<file path="src/rtl/ws2812_pkg.sv">
// Shared definitions for the WS2812 receive path: FSM states, error codes
// and default 100 MHz line timing.
package ws2812_pkg;

  typedef enum logic [1:0] {SYNC, IDLE, HIGH, LOW} rx_state_e;

  localparam logic [1:0] ERR_GLITCH     = 2'd0;
  localparam logic [1:0] ERR_STUCK_HIGH = 2'd1;
  localparam logic [1:0] ERR_PARTIAL    = 2'd2;
  localparam logic [1:0] ERR_OVERFLOW   = 2'd3;

  localparam int T_MIN_HIGH_DEF = 10;
  localparam int T_SPLIT_DEF    = 60;
  localparam int T_MAX_HIGH_DEF = 120;
  localparam int T_LATCH_DEF    = 5000;

endpackage

</file>
<file path="src/rtl/ws2812_rx_sync.sv">
// Two-flop synchronizer plus one delay flop for edge detection. No filtering,
// so high-pulse widths reach the decoder cycle-exact.
module ws2812_rx_sync (
  input  logic clk,
  input  logic reset,
  input  logic din,
  output logic din_s,
  output logic rise,
  output logic fall
);
  logic din_m, din_p;

  always_ff @(posedge clk) begin
    if (!reset) begin
      din_m <= 1'b0;
      din_s <= 1'b0;
      din_p <= 1'b0;
    end else begin
      din_m <= din;
      din_s <= din_m;
      din_p <= din_s;
    end
  end

  assign rise = din_s & ~din_p;
  assign fall = ~din_s & din_p;
endmodule

</file>
<file path="src/rtl/ws2812_rx.sv">
// WS2812 line decoder: measures high pulses, assembles MSB-first pixels,
// flags end-of-frame on the latch gap and reports protocol errors.
module ws2812_rx
  import ws2812_pkg::*;
#(
  parameter int PX_COUNT_WIDTH = 6,
  parameter int PX_NUM         = 52,
  parameter int BITS_PER_PIXEL = 24,
  parameter int T_MIN_HIGH     = T_MIN_HIGH_DEF,
  parameter int T_SPLIT        = T_SPLIT_DEF,
  parameter int T_MAX_HIGH     = T_MAX_HIGH_DEF,
  parameter int T_LATCH        = T_LATCH_DEF
) (
  input  logic                      clk,
  input  logic                      reset,
  input  logic                      din,
  output logic [BITS_PER_PIXEL-1:0] pixel,
  output logic                      pixel_valid,
  output logic [PX_COUNT_WIDTH-1:0] pixel_idx,
  output logic                      frame_done,
  output logic [PX_COUNT_WIDTH:0]   frame_px_count,
  output logic                      err_valid,
  output logic [1:0]                err_code
);
  localparam int HW = $clog2(T_MAX_HIGH + 2);
  localparam int LW = $clog2(T_LATCH + 1);
  localparam int BW = $clog2(BITS_PER_PIXEL + 1);
  localparam int PW = PX_COUNT_WIDTH + 1;

  localparam logic [HW-1:0] H_MIN   = HW'(T_MIN_HIGH);
  localparam logic [HW-1:0] H_SPLIT = HW'(T_SPLIT);
  localparam logic [HW-1:0] H_MAX   = HW'(T_MAX_HIGH);
  localparam logic [HW-1:0] H_SAT   = HW'(T_MAX_HIGH + 1);
  localparam logic [LW-1:0] L_LAST  = LW'(T_LATCH - 1);
  localparam logic [LW-1:0] L_SAT   = LW'(T_LATCH);
  localparam logic [BW-1:0] B_LAST  = BW'(BITS_PER_PIXEL - 1);
  localparam logic [PW-1:0] P_MAX   = PW'(PX_NUM);

  logic din_s, rise, fall;

  ws2812_rx_sync u_sync (
    .clk   (clk),
    .reset (reset),
    .din   (din),
    .din_s (din_s),
    .rise  (rise),
    .fall  (fall)
  );

  rx_state_e                 state, nstate;
  logic [HW-1:0]             hcnt;
  logic [LW-1:0]             lcnt;
  logic [BW-1:0]             bitcnt;
  logic [BITS_PER_PIXEL-2:0] shreg;
  logic [PW-1:0]             px_cnt;
  logic                      ovf_seen;

  logic ev_stuck, ev_glitch, ev_bit, ev_latch;
  logic ev_done, accept, ev_ovf, err_sync, bit_val, lat_hit;
  logic pv_d, fd_d, err_d;
  logic [1:0] code_d;

  assign bit_val  = (hcnt >= H_SPLIT);
  // Current cycle is low and completes the T_LATCH-th consecutive low cycle.
  assign lat_hit  = !din_s && (lcnt == L_LAST);
  assign ev_done  = ev_bit && (bitcnt == B_LAST);
  assign accept   = ev_done && (px_cnt < P_MAX);
  assign ev_ovf   = ev_done && !accept && !ovf_seen;
  assign err_sync = ev_stuck | ev_glitch;

  always_ff @(posedge clk) begin
    if (!reset) state <= SYNC;
    else        state <= nstate;
  end

  always_comb begin
    nstate    = state;
    ev_stuck  = 1'b0;
    ev_glitch = 1'b0;
    ev_bit    = 1'b0;
    ev_latch  = 1'b0;
    case (state)
      SYNC: if (lat_hit) nstate = IDLE;
      IDLE: if (rise) nstate = HIGH;
      HIGH: begin
        if (hcnt > H_MAX) begin
          ev_stuck = 1'b1;
          nstate   = SYNC;
        end else if (fall) begin
          if (hcnt < H_MIN) begin
            ev_glitch = 1'b1;
            nstate    = SYNC;
          end else begin
            ev_bit = 1'b1;
            nstate = LOW;
          end
        end
      end
      LOW: begin
        if (rise) nstate = HIGH;
        else if (lat_hit) begin
          ev_latch = 1'b1;
          nstate   = IDLE;
        end
      end
      default: nstate = SYNC;
    endcase
  end

  always_comb begin
    pv_d   = accept;
    fd_d   = ev_latch;
    err_d  = 1'b0;
    code_d = ERR_GLITCH;
    if (ev_glitch) begin
      err_d  = 1'b1;
      code_d = ERR_GLITCH;
    end else if (ev_stuck) begin
      err_d  = 1'b1;
      code_d = ERR_STUCK_HIGH;
    end else if (ev_ovf) begin
      err_d  = 1'b1;
      code_d = ERR_OVERFLOW;
    end else if (ev_latch && bitcnt != '0) begin
      err_d  = 1'b1;
      code_d = ERR_PARTIAL;
    end
  end

  // Counters and frame bookkeeping. hcnt is preloaded with 1 outside HIGH so
  // the rising-edge cycle is already counted when HIGH is entered.
  always_ff @(posedge clk) begin
    if (!reset) begin
      hcnt     <= '0;
      lcnt     <= '0;
      bitcnt   <= '0;
      shreg    <= '0;
      px_cnt   <= '0;
      ovf_seen <= 1'b0;
    end else begin
      if (state != HIGH)               hcnt <= HW'(1);
      else if (din_s && hcnt != H_SAT) hcnt <= hcnt + 1'b1;

      if (err_sync)    lcnt <= '0;
      else if (ev_bit) lcnt <= LW'(1);
      else if (state == SYNC || state == LOW) begin
        if (din_s)              lcnt <= '0;
        else if (lcnt != L_SAT) lcnt <= lcnt + 1'b1;
      end

      if (err_sync || ev_latch) begin
        bitcnt   <= '0;
        px_cnt   <= '0;
        ovf_seen <= 1'b0;
      end else if (ev_bit) begin
        shreg  <= {shreg[BITS_PER_PIXEL-3:0], bit_val};
        bitcnt <= ev_done ? '0 : bitcnt + 1'b1;
        if (accept) px_cnt   <= px_cnt + 1'b1;
        if (ev_ovf) ovf_seen <= 1'b1;
      end
    end
  end

  always_ff @(posedge clk) begin
    if (!reset) begin
      pixel          <= '0;
      pixel_valid    <= 1'b0;
      pixel_idx      <= '0;
      frame_done     <= 1'b0;
      frame_px_count <= '0;
      err_valid      <= 1'b0;
      err_code       <= '0;
    end else begin
      pixel_valid <= pv_d;
      frame_done  <= fd_d;
      err_valid   <= err_d;
      if (err_d) err_code <= code_d;
      if (accept) begin
        pixel          <= {shreg, bit_val};
        pixel_idx      <= px_cnt[PX_COUNT_WIDTH-1:0];
        frame_px_count <= px_cnt + 1'b1;
      end else if (ev_latch) begin
        frame_px_count <= px_cnt;
      end
    end
  end
endmodule

</file>
<file path="config.mk">
export PLATFORM = sky130hd
export DESIGN_NAME = ws2812_rx
export DESIGN_NICKNAME = d
export VERILOG_FILES = /design/src/rtl/ws2812_pkg.sv /design/src/rtl/ws2812_rx_sync.sv /design/src/rtl/ws2812_rx.sv
export SDC_FILE = /design/constraint.sdc
export NUM_CORES = 1
export LEC_CHECK = 0
export CAP_MARGIN = 20
export CORE_MARGIN = 4
export CORE_UTILIZATION = 40
export DETAILED_ROUTE_END_ITERATION = 7
export SKIP_CTS_REPAIR_TIMING = 1
export SLEW_MARGIN = 40
export SYNTH_ARGS = -nofsm -noshare
export SYNTH_HDL_FRONTEND = slang
export SYNTH_SLANG_ARGS = --single-unit
</file>
<file path="constraint.sdc">
create_clock -name clk -period 2.65 [get_ports clk]
set_clock_uncertainty 0.15 [all_clocks]
set_input_delay 0.53 -clock clk [delete_from_list [all_inputs] [get_ports clk]]
set_output_delay 0.53 -clock clk [all_outputs]
set_load 0.02 [all_outputs]
</file>
==> flow_summary.json <==
{
  "min_path_type": "flip-flop to flip-flop",
  "start_util_pct": 40.85,
  "avgSynthCellArea_um2": 8.339,
  "grt_max_degree": 56,
  "wl_mm": 9.740,
  "layout_commonest_cell": "nand2_1",
  "cts.sink_count": 103,
  "place.gp.congestion": 0.8275,
  "drv_cap": 0,
  "tritoncts": "done",
  "syn_inst": 531,
  "worstPathRequired_ps": 2760,
  "finalCriticalPeriod_ps": 2313,
  "post-route-cell-area_um2": 5165,
  "grt_overflow": 0,
  "mostFrequentLayoutCells": "nand2_1 (122), dfxtp_1 (103), a21oi_1 (71)",
  "root_buffer": "clkbuf_8",
  "coreArea_um2": 10840,
  "setup_viol": 0,
  "cts_buffer_depth": 2,
  "vias": 3694,
  "crit_type": "flip-flop to flip-flop",
  "grt.total_usage_pct": 15.61,
  "instances_no_fill": 712,
  "total_power_mw": 2.495,
  "p_per_area_nw_per_um2": 483.0,
  "critPathLaunchType": "flip-flop",
  "worstRegToRegCells": 6,
  "utilization_pct": 47.65,
  "holdPathEnd": "u_sync.din_s",
  "antenna_found_initial": 0,
  "min_from": "u_sync.din_m",
  "met2_length_mm": 4.481,
  "synth-edff-count": 0,
  "ioPinCount": 45,
  "rsz0062_at_grt": "false",
  "yosys-top-cells-area": "dfxtp_1 (47%), nand2_1 (10%), a21oi_1 (8.0%), ha_1 (3.4%), nor2_1 (3.1%)",
  "ir_worst_vdd_v": 0.0003007,
  "r2r_end": "frame_px_count[0]",
  "highest_layer": "met4",
  "grt_pass1_wl_mm": 16.53,
  "postPlaceCellArea_um2": 5001,
  "synth_seq_area_share_pct": 46.57,
  "finalMaxSlewViolations": 0,
  "drt_iter0_markers": 186,
  "setup_ws_ps": 336.6,
  "avgRoutedWirePerCell_um": 13.68,
  "synth_top_area_cell": "dfxtp_1",
  "layout-drive-gt1-share_pct": 6.294,
  "synthesis.area_um2": 4428,
  "dieArea_um2": 12820,
  "r2r_slack_ps": 340,
  "die_y_um": 113.2,
  "dr.pass1.iters": 4,
  "io_buffers": 44,
  "relSlewSlack_pct": 60.47,
  "path_max_fanout": 13,
  "n_antenna_cell": 0,
  "hpwl_mm": 6.740,
  "tightestPinTransition_ps": 592.9,
  "path_clk_slew_ps": 100,
  "status": "finished clean",
  "clock_latency_ps": 370,
  "rr_startpoint": "hcnt[1]",
  "routed-wl-met3_um": 427,
  "cts_made_buffers": 9,
  "synth_top_area_share_pct": 46.57,
  "setup_tns_ps": 0,
  "async_reset_ff_share_pct": 0,
  "grt_pass1_vias": 3500,
  "netlist-cell-type-count": 58,
  "setup.worst_path.end_class": "flip-flop",
  "met1Wirelength_mm": 4.661,
  "finalCritPeriodShare_pct": 87.30,
  "area_delta_synth_final_pct": 16.64,
  "htreeDepth": 3,
  "drc_errors": 0,
  "synthesis.nets": 546,
  "ys.flop_type": "dfxtp_1",
  "dp_slack_ps": 358.8,
  "whs_path_depth": 1,
  "synth-seq-cells": 103,
  "yosys_warnings": 0,
  "antenna_left": 0,
  "final_nets": 582,
  "whs_ps": 290.6,
  "dp.cells": 696,
  "rows": 38,
  "critPathArrivalTime_ps": 2430,
  "hold_viol": 0,
  "power.leakage_nw": 1.810,
  "max_freq_mhz": 432.3,
  "die_x_um": 113.2,
  "viasPerCell": 5.188
}
layout make-up:
cell class              instances  area (um^2)
multi-input cells             379         2145
clock buffers                  10        127.6
clock inverters                 6        36.28
flip-flops and latches        103         2062
inverters                      19        71.32
well taps                     140        175.2
repair buffers                 55        548.0
fillers                      1083         5675
cells by family (layout without fill, tap and decap cells):
kind of cell    Yosys count  count (layout)  synth area share [%]
xor+xnor                 19              19                 3.758
simple gates            228             228                 24.22
buf+inv                  49              90                 5.142
mux                       7               7                 1.582
flops                   103             103                 46.57
compound gates          113             113                 15.34
fa+ha+maj                12              12                 3.391
registers in the layout (all words and copies together), names as in the netlist, 2 cells and up:
name,flops
lcnt,13
hcnt,7
pixel_idx,6
err_code,2
state,2
shreg,23
bitcnt,5
frame_px_count,7
px_cnt,7
pixel,24
where the power goes:
part           switching (mW)  leakage (nW)  internal [mW]
sequential            0.00864         0.831           1.55
combinational          0.0412         0.893         0.0206
clock                   0.533        0.0862          0.339
total                   0.583          1.81           1.91
worst max-delay path by stage:
| stage | startpoint | to | slack, ps | depth (start not counted) |
|---|---|---|---|---|
| after CTS | hcnt[1] | frame_px_count[0] | 330 | 6 |
| after floorplan | hcnt[1] | frame_px_count[4] | 600 | 6 |
| final | hcnt[1] | frame_px_count[0] | 340 | 6 |
| after global routing | hcnt[1] | pixel[18] | 190 | 6 |
| after detailed placement | hcnt[1] | frame_px_count[0] | 360 | 6 |
| after global placement | reset | lcnt[11] | 400 | 4 |
routing by layer:
| layer | GRT usage, % | up-vias |
|---|---|---|
| met1 | 20.29 | 1747 |
| met2 | 24.96 | 62 |
| met5 | 0 | - |
| li1 | - | 1871 |
| met4 | 5.849 | 0 |
| met3 | 4.064 | 14 |
worst max-delay path: stages (launching register included):
cell and delay (ps):
dfxtp_1 380, or3_1 510, a211o_1 400, nor2_4 330, buf_4 250, o21a_1 140, nor3_1 40
synth_stat cells, drive strengths merged, types with 9 or more instances:
cell type / number
nor2: 38
ha: 12
inv: 18
a21oi: 71
nand2: 122
nand3: 11
nand4: 12
buf: 14
o21ai: 9
dfxtp: 103
xor2: 12
clkbuf: 16
Note: power is estimated with default switching activity, not from simulation.
